--- src/rtl/branch_predict_if.sv ---
// Branch predictor bus: fetch-side lookup, decode-side resolution, redirect and statistics.
//   pred_idx       fetch index (PC[IDX_W+1:2])       pred_taken     prediction for pred_idx
//   res_valid      resolution strobe                 res_idx        index of resolved branch
//   res_type       branch type (BEQ..BLTZ)           res_flags      {ltz,lez,gtz,gez,eq}
//   res_pred       prediction fetch used             redirect       one-cycle mispredict pulse
//   redirect_taken refetch at target when 1          br_cnt/mp_cnt  branch / mispredict counts
// master = pipeline side driving fetch/resolve, slave = predictor.
interface branch_predict_if #(
    parameter int unsigned IDX_W = 6
);
    logic [IDX_W-1:0] pred_idx;
    logic             pred_taken;
    logic             res_valid;
    logic [IDX_W-1:0] res_idx;
    logic [2:0]       res_type;
    logic [4:0]       res_flags;
    logic             res_pred;
    logic             redirect;
    logic             redirect_taken;
    logic [31:0]      br_cnt;
    logic [31:0]      mp_cnt;

    modport master (
        output pred_idx, res_valid, res_idx, res_type, res_flags, res_pred,
        input  pred_taken, redirect, redirect_taken, br_cnt, mp_cnt
    );

    modport slave (
        input  pred_idx, res_valid, res_idx, res_type, res_flags, res_pred,
        output pred_taken, redirect, redirect_taken, br_cnt, mp_cnt
    );
endinterface

--- src/rtl/branch_predict.sv ---
// Bimodal branch predictor: 2^IDX_W two-bit saturating counters indexed by PC bits.
// Ports:
//   clk  single clock, rising edge
//   rst  asynchronous active-high reset (counters -> weak-not-taken 01)
//   bp   branch_predict_if.slave: lookup, resolution, redirect pulse, statistics
// Optional feature: define BP_STATS_EN to build the 32-bit branch/mispredict counters;
// otherwise br_cnt and mp_cnt are tied to zero.
module branch_predict #(
    parameter int unsigned IDX_W = 6
) (
    input logic            clk,
    input logic            rst,
    branch_predict_if.slave bp
);
    localparam int unsigned ENTRIES = 2 ** IDX_W;

    logic [1:0] tbl_q [ENTRIES];
    logic       redirect_q;
    logic       redirect_taken_q;

    logic       outcome;
    logic       type_ok;
    logic       res_ok;
    logic       mispredict;
    logic [1:0] ctr_cur;
    logic [1:0] ctr_nxt;

    // Decode branch outcome from comparator flags {ltz,lez,gtz,gez,eq}.
    always_comb begin
        outcome = 1'b0;
        type_ok = 1'b1;
        case (bp.res_type)
            3'b000:  outcome = bp.res_flags[0];
            3'b001:  outcome = ~bp.res_flags[0];
            3'b010:  outcome = bp.res_flags[1];
            3'b011:  outcome = bp.res_flags[2];
            3'b100:  outcome = bp.res_flags[3];
            3'b101:  outcome = bp.res_flags[4];
            default: type_ok = 1'b0;
        endcase
    end

    assign res_ok     = bp.res_valid & type_ok;
    assign mispredict = res_ok & (outcome != bp.res_pred);

    always_comb begin
        ctr_cur = tbl_q[bp.res_idx];
        ctr_nxt = ctr_cur;
        if (outcome) begin
            if (ctr_cur != 2'b11) ctr_nxt = ctr_cur + 2'd1;
        end else begin
            if (ctr_cur != 2'b00) ctr_nxt = ctr_cur - 2'd1;
        end
    end

    always_ff @(posedge clk or posedge rst) begin
        if (rst) begin
            for (int i = 0; i < int'(ENTRIES); i++) tbl_q[i] <= 2'b01;
        end else if (res_ok) begin
            tbl_q[bp.res_idx] <= ctr_nxt;
        end
    end

    // redirect_taken holds its value between mispredicts.
    always_ff @(posedge clk or posedge rst) begin
        if (rst) begin
            redirect_q       <= 1'b0;
            redirect_taken_q <= 1'b0;
        end else begin
            redirect_q <= mispredict;
            if (mispredict) redirect_taken_q <= outcome;
        end
    end

    // No bypass: a same-cycle resolve to pred_idx is visible only after the edge.
    assign bp.pred_taken     = tbl_q[bp.pred_idx][1];
    assign bp.redirect       = redirect_q;
    assign bp.redirect_taken = redirect_taken_q;

`ifdef BP_STATS_EN
    logic [31:0] br_cnt_q;
    logic [31:0] mp_cnt_q;

    always_ff @(posedge clk or posedge rst) begin
        if (rst) begin
            br_cnt_q <= 32'd0;
            mp_cnt_q <= 32'd0;
        end else begin
            if (res_ok)     br_cnt_q <= br_cnt_q + 32'd1;
            if (mispredict) mp_cnt_q <= mp_cnt_q + 32'd1;
        end
    end

    assign bp.br_cnt = br_cnt_q;
    assign bp.mp_cnt = mp_cnt_q;
`else
    assign bp.br_cnt = 32'd0;
    assign bp.mp_cnt = 32'd0;
`endif
endmodule

--- src/flat_wrapper.sv ---
// flat-port wrapper written by rule: the top's interface ports become plain ports
module branch_predict_flat 
#(
    parameter int unsigned IDX_W = 6
)
  (clk, rst, bp_pred_idx, bp_res_valid, bp_res_idx, bp_res_type, bp_res_flags, bp_res_pred, bp_pred_taken, bp_redirect, bp_redirect_taken, bp_br_cnt, bp_mp_cnt);
  branch_predict_if #(.IDX_W(IDX_W)) bp_i ();
  input logic clk;
  input logic rst;
  input wire logic [$bits(bp_i.pred_idx)-1:0] bp_pred_idx;
  input wire logic [$bits(bp_i.res_valid)-1:0] bp_res_valid;
  input wire logic [$bits(bp_i.res_idx)-1:0] bp_res_idx;
  input wire logic [$bits(bp_i.res_type)-1:0] bp_res_type;
  input wire logic [$bits(bp_i.res_flags)-1:0] bp_res_flags;
  input wire logic [$bits(bp_i.res_pred)-1:0] bp_res_pred;
  output wire logic [$bits(bp_i.pred_taken)-1:0] bp_pred_taken;
  output wire logic [$bits(bp_i.redirect)-1:0] bp_redirect;
  output wire logic [$bits(bp_i.redirect_taken)-1:0] bp_redirect_taken;
  output wire logic [$bits(bp_i.br_cnt)-1:0] bp_br_cnt;
  output wire logic [$bits(bp_i.mp_cnt)-1:0] bp_mp_cnt;
  assign bp_i.pred_idx = bp_pred_idx;
  assign bp_i.res_valid = bp_res_valid;
  assign bp_i.res_idx = bp_res_idx;
  assign bp_i.res_type = bp_res_type;
  assign bp_i.res_flags = bp_res_flags;
  assign bp_i.res_pred = bp_res_pred;
  assign bp_pred_taken = bp_i.pred_taken;
  assign bp_redirect = bp_i.redirect;
  assign bp_redirect_taken = bp_i.redirect_taken;
  assign bp_br_cnt = bp_i.br_cnt;
  assign bp_mp_cnt = bp_i.mp_cnt;
  branch_predict #(.IDX_W(IDX_W)) u_core (.clk(clk), .rst(rst), .bp(bp_i));
endmodule
--- config.mk ---
export PLATFORM = sky130hd
export DESIGN_NAME = branch_predict_flat
export DESIGN_NICKNAME = d
export VERILOG_FILES = /design/src/rtl/branch_predict_if.sv /design/src/rtl/branch_predict.sv /design/src/flat_wrapper.sv
export SDC_FILE = /design/constraint.sdc
export NUM_CORES = 1
export LEC_CHECK = 0
export BUFFER_PORTS_ARGS = -buffer_cell sky130_fd_sc_hd__buf_2
export CAP_MARGIN = 20
export CELL_PAD_IN_SITES_DETAIL_PLACEMENT = 0
export CELL_PAD_IN_SITES_GLOBAL_PLACEMENT = 2
export CORE_ASPECT_RATIO = 1.2
export CORE_MARGIN = 2
export CORE_UTILIZATION = 38
export CTS_CLUSTER_DIAMETER = 60
export DETAILED_ROUTE_END_ITERATION = 12
export PLACE_DENSITY_LB_ADDON = 0.1
export SKIP_LAST_GASP = 1
export SLEW_MARGIN = 20
export SYNTH_ARGS = -nofsm -noshare
export SYNTH_HDL_FRONTEND = slang
export SYNTH_SLANG_ARGS = --single-unit
export TNS_END_PERCENT = 100
--- constraint.sdc ---
create_clock -name clk -period 4.9 [get_ports clk]
set_input_delay 0.245 -clock clk [delete_from_list [all_inputs] [get_ports clk]]
set_output_delay 0.245 -clock clk [all_outputs]
set_load 0.03 [all_outputs]
==> impl_results.md <==
* Outcome: complete, but fails checks
* Failing checks: hold timing
* Max Freq at 0.3010 GHz
* TNS Setup at 0 ns
* Final nets at 777
* Synth Area in Adders at 0.3704%
* Compound-Gate Fraction of Synth Area at 19.06%
* Final Util at 42.18%
* Post-synth cell types at 54
* Mean Syn Cell Area at 10.22 sq um
* CTS max path bufs at 2
* Main combinational cell family by area after synthesis: compound AO/OA/AOI/OAI gates
* Synth area leaders: dfstp_2 (23%), dfrtp_1 (22%), nand2_1 (10%), mux4_2 (8.8%), buf_4 (6.7%)
* Reg clk slew, reported paths at 0.06 ns
* Post-cts resize count at 0
* 1st-iter DRT viols at 375
* Vias at 5442
* Vias/cell at 5.299
* Synth Cell Area at 0.007431 sq mm
* First-pass GRT wire length at 34.03 mm
* CTS tree: yes
* Cell taking the most area after synthesis: dfstp_2
* Kind of critical path: input pin to flip-flop
* Critical path endpoint category: flip-flop
* Synth top area share at 22.63%
* CTS H-tree depth at 4
* Input/output buffers at 26
* Area of the multi-input gates at 0.003640 sq mm
* Worst-path fanout max at 64
* Core Region at 0.01934 sq mm
* EDFF count, synth at 0
* DRC Markers at 0
* Final Hold Fails at 2
* Post-synthesis sequential area ratio at 44.86%
* Final Max Tran Viols at 0
* ANT nets after route at 0
* Postcts setup bufs at 0
* Gr ovfl total at 0
* Worst R2R Path Depth at 7
* Largest net degree at the start of global routing at 67
* Initial antenna violation count at 0
* Clock Skew at 0.01179 ns
* FF-to-FF Start: u_core.tbl_q[59]$_DFFE_PP0P_
* Layout cell share with drive strength beyond 1 at 33.03%
* CP Data Required Time at 5.17 ns
* Die Wd at 131.7 um
* Final worst-path cycle share at 67.81%
* Pwr Density at 384.2 mW/mm^2
* Worst Tran Pin Value at 1.086 ns
* #FFs+latches synth at 130
* Max Cap Violations at 0
* CP arrival at 3.60 ns
* Row count at 56
* CTS Sinks at 130
* Synth Flop Type: dfrtp_1
* Sequential cell area at 0.003333 sq mm
* CTS root buf: clkbuf_16
* Initial Utilization at 38.43%
* Worst hold path type: input pin to async pin
* Skew-Pair Late Insertion Delay at 0.43 ns
* Async SR Flop Fraction at 100.0%
* Critical Path Source: bp_res_idx[1]
* Peak VDD IR at 0.0002414 V
* Fin crit period at 3.323 ns
* R2R setup slack at 1.65 ns
* FF-to-FF End: u_core.tbl_q[67]$_DFFE_PP0P_
* Worst hold slack at -0.006642 ns
* Routed WL per cell at 21.57 um
* Xor/xnor share of the synthesized area at 0.2357%
* Synth warn at 0
* Slew HR at 27.20%
* Ports at 91
* Die height at 157.2 um
* Worst Setup EP: u_core.tbl_q[67]$_DFFE_PP0P_
* Drt first pass iters at 5
* TritonCTS buffer count at 17
* Count of final setup violators at 0
* Die ar. at 0.02069 sq mm
* Area Growth Syn to Fin at 9.783%
* Final WL at 22.15 mm
* # diodes at 0
* RSZ-0062 raised after global routing: false
* Leakage at 3.243 nW
* Syn Inst Count at 727
* Simple-gate share of the synthesized area at 13.29%
* Mux contribution to synthesized area at 12.56%
* Hold_buf cts at 0
* Most frequent cell after synthesis: nand2_1
* Vias in the first global route at 5389
* Top post-synthesis cells by count: nand2_1 (201), buf_4 (66), dfrtp_1 (66), o21ai_1 (66), dfstp_2 (64)
* Nature of the critical path startpoint: input pin
* GP Congestion at 0.8589
* Final HPWL DP at 15.11 mm
* GRT Resource Usage Total at 22.38%
* Number of fill cells in the layout at 1933
[worst min path at each step]
stage               depth (start not counted)                            to
floorplan                                   2  u_core.tbl_q[32]$_DFFE_PP1P_
global placement                            2  u_core.tbl_q[14]$_DFFE_PP1P_
detailed placement                          2  u_core.tbl_q[22]$_DFFE_PP1P_
CTS                                         2  u_core.tbl_q[37]$_DFFE_PP0P_
global route                                2  u_core.tbl_q[41]$_DFFE_PP0P_
finish                                      2  u_core.tbl_q[37]$_DFFE_PP0P_
[sequential cells by signal (all words and copies together) (netlist names)]
| register | cells |
|---|---|
| u_core.bp.redirect | 1 |
| u_core.bp.redirect_taken | 1 |
| u_core.tbl_q | 128 |
[critical path: stages]
cell	delay, ns
buf_2	0.53
mux2_2	0.40
a221o_1	0.35
a221oi_1	0.47
a311oi_1	0.17
a2111oi_4	0.37
maj3_4	0.82
o21ai_0	0.20
[cells in the final DEF, fill, tap and decap left out, drive strengths merged, types with 7 or more instances in the layout]
master and instances:
dfstp 64, mux2i 7, a221oi 20, nor2 17, dfrtp 66, inv 7
a22oi 11, nand2 201, o21ai 129, mux4 29, clkbuf 18, a21oi 8
mux2 18, conb 64, buf 40
[power by group]
part | leakage [nW] | total (mW) | switching (mW) | internal, mW
Clock | 0.274 | 1.28 | 0.522 | 0.754
Combinational | 1.41 | 0.541 | 0.360 | 0.180
Sequential | 1.56 | 1.32 | 0.0845 | 1.23
Total | 3.24 | 3.13 | 0.967 | 2.17
[cell type report]
cell class                      instances  share of cell area (%)
Clock buffer                           18                   5.261
Clock inverter                         14                   1.917
Inverter                                5                  0.2607
Multi-Input combinational cell        559                   44.62
Sequential cell                       130                   40.86
Tap cell                              261                   4.003
Timing Repair Buffer                   40                   3.083
[stage by stage]
stage	instances	power [mW]	hold slack, ns	setup WS, ns	cell area [sq um]
after global placement	994	1.864	0.4533	1.267	7553
after detailed placement	995	1.877	0.4563	1.218	7567
final	1027	3.134	-0.006642	1.577	8158
after global routing	1027	3.264	0.04331	1.463	8158
after CTS	1027	3.158	0.02894	1.665	8153
after floorplan	790	1.762	0.4416	1.292	7667
[per-layer routing]
layer	global-route usage, %	vias up	wire, um
li1	-	2537	-
met4	8.437	0	577
met2	37.67	193	10860
met3	4.702	41	1095
met5	0	-	0
met1	28.53	2671	9621
[logic make-up (layout without fill, tap and decap cells)]
group	after synthesis	count (layout)
flip-flops	130	130
AND/OR/NAND/NOR	242	242
multiplexers	54	54
other	1	64
adder cells (fa/ha/maj)	2	2
XOR/XNOR	2	2
AO/OA/AOI/OAI	195	195
buffers and inverters	101	77
Note: power is estimated with default switching activity, not from simulation.
